<file path="config.mk">
export PLATFORM = sky130hd
export DESIGN_NAME = afifo_wr_arbiter
export DESIGN_NICKNAME = d
export VERILOG_FILES = /design/src/rtl/afifo_wr_arbiter.sv
export SDC_FILE = /design/constraint.sdc
export NUM_CORES = 1
export LEC_CHECK = 0
export CAP_MARGIN = 0
export CORE_MARGIN = 4
export CORE_UTILIZATION = 35
export DETAILED_ROUTE_END_ITERATION = 8
export PLACE_DENSITY = 0.71
export SYNTH_ARGS = -nofsm -noshare
export SYNTH_HDL_FRONTEND = slang
export SYNTH_SLANG_ARGS = --single-unit
</file>
<file path="constraint.sdc">
create_clock -name clk1 -period 5.5 [get_ports clk1]
set_input_delay 1.65 -clock clk1 [delete_from_list [all_inputs] [get_ports clk1]]
set_output_delay 1.65 -clock clk1 [all_outputs]
set_load 0.005 [all_outputs]
</file>
<file path="src/rtl/afifo_wr_arbiter.sv">
// afifo_wr_arbiter
// Round-robin scheduler for the single AFIFO write port (wclk = clk1).
// Each cycle it grants at most one of NREQ producers. A granted owner keeps
// the port for up to MAX_BURST consecutive beats before the grant rotates.
// The granted beat goes into a one-entry output stage. That stage drives
// winc/wdata and retries every cycle while wfull is high.
//
// Ports:
//   clk1      write-domain clock
//   rst_n     asynchronous active-low reset
//   clr       synchronous clear (drops staged beat, owner/burst to 0)
//   req       per-requester beat request, held with stable data until granted
//   req_data  packed beats, requester i at [i*DSIZE +: DSIZE]
//   gnt       one-hot combinational grant (beat accepted this cycle)
//   wfull     AFIFO full flag
//   winc      AFIFO write enable (registered)
//   wdata     AFIFO write data (registered)
//   owner     index of current/last owner (registered)
//   busy      staged beat pending (same as winc)
//
// Optional build macro AFIFO_ARB_STATS_EN adds two saturating 16-bit
// counters. stall_cnt counts cycles with winc && wfull. beat_cnt counts
// drained beats. clr clears both counters.
module afifo_wr_arbiter #(
    parameter  int DSIZE     = 8,
    parameter  int NREQ      = 4,
    parameter  int MAX_BURST = 4,
    localparam int OW        = (NREQ > 1) ? $clog2(NREQ) : 1
) (
    input  logic                  clk1,
    input  logic                  rst_n,
    input  logic                  clr,
    input  logic [NREQ-1:0]       req,
    input  logic [NREQ*DSIZE-1:0] req_data,
    output logic [NREQ-1:0]       gnt,
    input  logic                  wfull,
    output logic                  winc,
    output logic [DSIZE-1:0]      wdata,
    output logic [OW-1:0]         owner,
    output logic                  busy
`ifdef AFIFO_ARB_STATS_EN
    ,
    output logic [15:0]           stall_cnt,
    output logic [15:0]           beat_cnt
`endif
);

    typedef enum logic [1:0] {
        IDLE = 2'b00,
        SEND = 2'b01,
        HOLD = 2'b10
    } state_t;

    state_t            state, state_nxt;
    logic [3:0]        burst_cnt;
    logic              drain, accept, cont, found;
    logic [OW-1:0]     winner;
    logic [DSIZE-1:0]  slot [NREQ];
    int unsigned       idx;

    for (genvar g = 0; g < NREQ; g++) begin : g_slot
        assign slot[g] = req_data[g*DSIZE +: DSIZE];
    end

    assign winc   = (state != IDLE);
    assign busy   = winc;
    assign drain  = winc && !wfull;
    assign accept = (|req) && !clr && (!winc || drain);

    // Winner selection. The owner keeps the grant while it still requests and
    // its burst budget remains. Otherwise the scan starts at owner+1 and
    // wraps, so the owner is tried last. A lone owner that used up its budget
    // therefore wins again with a fresh burst.
    always_comb begin
        cont   = req[owner] && (burst_cnt < 4'(MAX_BURST));
        found  = cont;
        winner = owner;
        idx    = 0;
        for (int unsigned k = 1; k <= NREQ; k++) begin
            idx = (32'(owner) + k) % 32'(NREQ);
            if (!found && req[OW'(idx)]) begin
                winner = OW'(idx);
                found  = 1'b1;
            end
        end
    end

    always_comb begin
        gnt = '0;
        if (accept && rst_n)
            gnt[winner] = 1'b1;
    end

    always_comb begin
        state_nxt = state;
        if (clr)
            state_nxt = IDLE;
        else if (accept)
            state_nxt = SEND;
        else if (winc && wfull)
            state_nxt = HOLD;
        else
            state_nxt = IDLE;
    end

    always_ff @(posedge clk1 or negedge rst_n) begin
        if (!rst_n)
            state <= IDLE;
        else
            state <= state_nxt;
    end

    // cont is only true below MAX_BURST, so the increment cannot pass it.
    always_ff @(posedge clk1 or negedge rst_n) begin
        if (!rst_n) begin
            wdata     <= '0;
            owner     <= '0;
            burst_cnt <= '0;
        end else if (clr) begin
            owner     <= '0;
            burst_cnt <= '0;
        end else if (accept) begin
            wdata     <= slot[winner];
            owner     <= winner;
            burst_cnt <= cont ? burst_cnt + 4'd1 : 4'd1;
        end
    end

`ifdef AFIFO_ARB_STATS_EN
    always_ff @(posedge clk1 or negedge rst_n) begin
        if (!rst_n) begin
            stall_cnt <= '0;
            beat_cnt  <= '0;
        end else if (clr) begin
            stall_cnt <= '0;
            beat_cnt  <= '0;
        end else begin
            if (winc && wfull && (stall_cnt != '1))
                stall_cnt <= stall_cnt + 16'd1;
            if (drain && (beat_cnt != '1))
                beat_cnt <= beat_cnt + 16'd1;
        end
    end
`endif

endmodule
</file>
After elaboration in Yosys (flattened, before gate mapping)
Cells that the tools add are included.
{ "op_classes": {"n_addsub": 5, "bitwise": 2, "n_lt_le_gt_ge": 9, "muxes": 31, "n_reduce_logical": 23} }
{ "op_table": {"columns": ["cell", "count"], "rows": [
  ["$lt A2 B3 Y1 const B", 6],
  ["$mux W2", 9],
  ["$bmux W8 S2", 1],
  ["$mux W4", 4],
  ["$mux W8", 2],
  ["$logic_and A1 B1 Y1", 11],
  ["$bmux W1 S2", 5],
  ["$mux W1", 9],
  ["$logic_not A1 Y1", 7],
  ["$add A2 B1 Y2 const B", 2],
  ["$add A2 B2 Y2 const B", 2],
  ["$add A4 B1 Y4 const B", 1],
  ["$lt A4 B3 Y1 const B", 1],
  ["$reduce_bool A2 Y1", 2],
  ["$reduce_or A4 Y1", 1],
  ["$ge A3 B3 Y1 const B", 1],
  ["$not A2 Y3", 1],
  ["$demux W1 S2", 1],
  ["$ge A2 B1 Y1 const B", 1],
  ["$reduce_and A2 Y1", 1],
  ["$logic_or A1 B1 Y1", 1],
  ["$not A1 Y1", 1]
]} }
{ "totals": {"reg_bits": 16, "elab_cells": 74} }

Depth between registers and ports, before layout
{ "depth": {"depth_word": 20, "ltp_mapped": 8} }

Worst setup path before layout
Ideal clock, no wire load.
{ "synth_path": {"path_type": "in2out", "from": "input port req[3]", "to": "output port gnt[0]", "n_path_buf": 1, "stages": 6, "required_time_ns": 3.850, "setup_slack_ns": 0.903, "arrival_time_ns": 2.947, "cell_sequence": "mux2_2 -> a22o_4 -> nand4b_4 -> xnor2_4 -> buf_6 -> and4_2"} }
{ "synth_via": {"elab_chain_len": 20, "word_cells_on_any_way": 36} }
{ "synth_rtl": {"columns": ["element", "line_no", "text"], "rows": [
  ["start, declared", "33", "input logic [NREQ-1:0] req,"],
  ["$bmux W1 S2", "75", "cont = req[owner] && (burst_cnt < 4'(MAX_BURST));"],
  ["$mux W1 (implied by the code)", "75", null],
  ["$logic_and A1 B1 Y1", "75", null],
  ["$logic_not A1 Y1", "81", "if (!found && req[OW'(idx)]) begin"],
  ["$logic_and A1 B1 Y1", "81", null],
  ["$mux W1", "81", null],
  ["$logic_not A1 Y1", "81", null],
  ["$logic_and A1 B1 Y1", "81", null],
  ["[4 not listed]", null, null],
  ["$logic_not A1 Y1", "81", null],
  ["$logic_and A1 B1 Y1", "81", null],
  ["$mux W2", "81", null],
  ["$lt A2 B3 Y1 (implied by the code) / $ge A2 B1 Y1 (equally long branches)", "91", "gnt[winner] = 1'b1;"],
  ["$logic_and A1 B1 Y1 (implied by the code)", "91", null],
  ["$mux W1 (implied by the code)", "91", null],
  ["$demux W1 S2", "91", null],
  ["$mux W4 *", "90", "if (accept && rst_n)"],
  ["end, declared", "35", "output logic [NREQ-1:0] gnt,"]
]} }
Every way passes the cells marked *; elsewhere a longest branch is shown, timed or not. The select of a mux whose other input is x is not followed.

Worst setup path in the final report
Same ends and word-level chain as after synthesis.

==> impl_metrics.env <==
export IMPL_synth_avg_cell_area_um2=12.7
export IMPL_dp_hpwl_um=2500
export IMPL_hold_end="burst_cnt[0]"
export IMPL_clkSlewWorstSetupHoldPaths_ps=100
export IMPL_min_path_type="reg2reg"
export IMPL_die_area_mm2=0.00420
export IMPL_start_util_pct=36.7
export IMPL_grt_overflow=0
export IMPL_synth_edf_count=0
export IMPL_tritoncts="built"
export IMPL_synthArstFlopShare_pct=100
export IMPL_finalMaxSlewViolations=0
export IMPL_r2r_slack_ps=2560
export IMPL_whs_ps=512
export IMPL_cts_sinks=16
export IMPL_first_pass_iters=4
export IMPL_diodes=0
export IMPL_fmax_mhz=184
export IMPL_hold_buffers=0
export IMPL_cts_buffers=3
export IMPL_regArea_um2=400
export IMPL_worstMarginPinSlew_ps=653
export IMPL_drv_cap=0
export IMPL_drt_vias_per_instance=5.06
export IMPL_die_w_um=64.8
export IMPL_worstPathRequired_ps=3850
export IMPL_critPathCaptureType="output port"
export IMPL_synth_cell_types=38
export IMPL_grt_pass1_vias=1136
export IMPL_drcViolationCount=0
export IMPL_clk_path_buf_depth=2
export IMPL_yosys_most_used_dff="dfrtp_1"
export IMPL_finalCritPeriodShare_pct=98.9
export IMPL_path_class="in2out"
export IMPL_status="completed"
export IMPL_setup_worst_path_start="req[3]"
export IMPL_dr_first_iter_drc_count=46
export IMPL_n_fill_cell=255
export IMPL_relSlewSlack_pct=56.1
export IMPL_ys_warn_count=0
export IMPL_fp_dieH_um=64.8
export IMPL_worstReg2RegStart="owner[0]"
export IMPL_ios=56
export IMPL_critPathMaxFanout=5
export IMPL_multi_input_area_um2=702
export IMPL_finClkSkew_ps=2.46
export IMPL_grt_pass1_wl_um=5000
export IMPL_wire_per_inst_um=15.6
export IMPL_startpoint_type="input port"
export IMPL_fp_row_count=20
export IMPL_core_region_area_mm2=0.00308
export IMPL_syn_to_final_growth_pct=66.8
export IMPL_synth_seq_area_share_pct=35.4
export IMPL_min_from="burst_cnt[0]"
export IMPL_r2r_end="wdata[0]"
export IMPL_nNetsFinal=201
export IMPL_gr_usage_all_layers_pct=15.4
export IMPL_drive_above_1_share_pct=32.1
export IMPL_syn_num_nets=130
export IMPL_syn_area_mm2=0.00113
export IMPL_rr_worst_depth=9
export IMPL_syn_inst=89
export IMPL_cp_data_arrival_time_ps=3790
export IMPL_power_density_mw_per_mm2=353
export IMPL_place_congestion=0.891
export IMPL_period_minus_slack_ps=5440
export IMPL_cts_root_buf="clkbuf_4"
export IMPL_clk_insertion_delay_late_ps=280
export IMPL_p_leak_uw=0.000816
export IMPL_grt_max_degree=13
export IMPL_hold_viol_final=0
export IMPL_cts_htree_levels=1
export IMPL_ys_ff_latch=16
export IMPL_setup_viol=0
export IMPL_numPortBuffers=55
export IMPL_vias=1028
export IMPL_holdPathStages=1
export IMPL_final_core_util_pct=61.2
export IMPL_wl_um=3160
export IMPL_ant_nets=0
export IMPL_ir_drop_v=0.000216
export IMPL_antenna_found_initial=0
## kinds of logic after synthesis
| family | synth area share (%) |
|---|---|
| and+or+nand+nor | 18.5 |
| xor gates and xnor gates | 2.44 |
| muxes | 27.8 |
| DFF | 35.4 |
| AOI/OAI and AO/OA | 9.41 |
| buffers and inverters | 5.32 |
| adders and majority gates | 1.11 |
## worst max-delay path, stage by stage
cell and delay, ps:
clkdlybuf4s50_1 420, mux2_4 280, a22o_4 250, nand4b_4 200
xnor2_4 230, and4_4 250, clkdlybuf4s50_1 500
## cell type report
class                      count  share of cell area (%)
sequential                    16                    21.2
clock buffer                   4                    1.93
multi-input combinational     64                    37.3
inverter                       3                   0.598
tap                           44                    2.92
timing repair buffer          72                    36.1
## timing repair
action                     in CTS  in global routing
setup buffers                   2                  3
gates resized for setup         4                  9
pin swaps                       1                  2
setup endpoints to repair       3                  3
hold endpoints to repair        0                  0
## cell usage after synthesis (2+ instances only)
cell      instances  area share (%)
and4_2            2             1.8
clkbuf_1          2            0.66
nor3_1            3             1.3
mux4_1            2             4.7
nor2_1            6             2.0
dfrtp_1          16              35
mux4_2            6              12
nor4_1            2             1.1
buf_6             3             3.0
a21oi_1           2            0.89
and2_1            2             1.1
nand2_1           2            0.66
mux2_2            9             9.0
a31oi_1           3             1.7
nor3b_1           3             2.0
inv_1             3             1.0
a21o_1            2             1.3
## layer usage
layer / part of all wire (%) / track usage [%]
met3: 9.1 / 5.55
met2: 51 / 28.0
met5: 0 / 0
met4: 0.60 / 3.96
met1: 39 / 16.7
## state kept, by name, indices dropped and copies added, names as in the netlist
name	cells
wdata	8
owner	2
burst_cnt	4
state	2
## worst max-delay path by stage
stage | endpoint | slack, ps | depth (start not counted)
after floorplan | gnt[0] | 900 | 6
after global placement | gnt[0] | 5 | 7
after detailed placement | gnt[2] | -80 | 7
after CTS | gnt[0] | 5 | 7
after global routing | gnt[0] | -10 | 7
final | gnt[0] | 60 | 7
## placed cells by master, fill, tap and decap left out, types with 2 or more instances in the layout
cell / count
nor3b_1: 3
clkdlybuf4s50_1: 50
dlygate4sd2_1: 3
nor4_1: 2
nor3_1: 3
and2_1: 2
nand2_1: 2
nor2_1: 6
mux4_1: 2
dlymetal6s2s_1: 2
a31oi_2: 2
buf_4: 17
mux4_2: 6
mux2_4: 2
clkbuf_4: 3
inv_1: 3
mux2_2: 8
a21o_1: 2
dfrtp_1: 16
## through the flow
step | cell area [µm²] | TNS, ps | worst slack [ps] | total power (µW) | instances
floorplan | 1130 | 0 | 903 | 394 | 89
global placement | 1780 | 0 | 4.91 | 539 | 194
detailed placement | 1780 | -149 | -79.0 | 550 | 194
CTS | 1830 | 0 | 4.57 | 643 | 200
global route | 1880 | -10.2 | -10.2 | 708 | 203
finish | 1880 | 0 | 63.2 | 665 | 203
## power breakdown
group          leakage (µW)  internal [µW]  switching (µW)
Sequential         0.000199            155            33.9
Combinational      0.000595            264             135
Clock             0.0000210           40.2            36.2
Power figures use the tool's default switching activity.
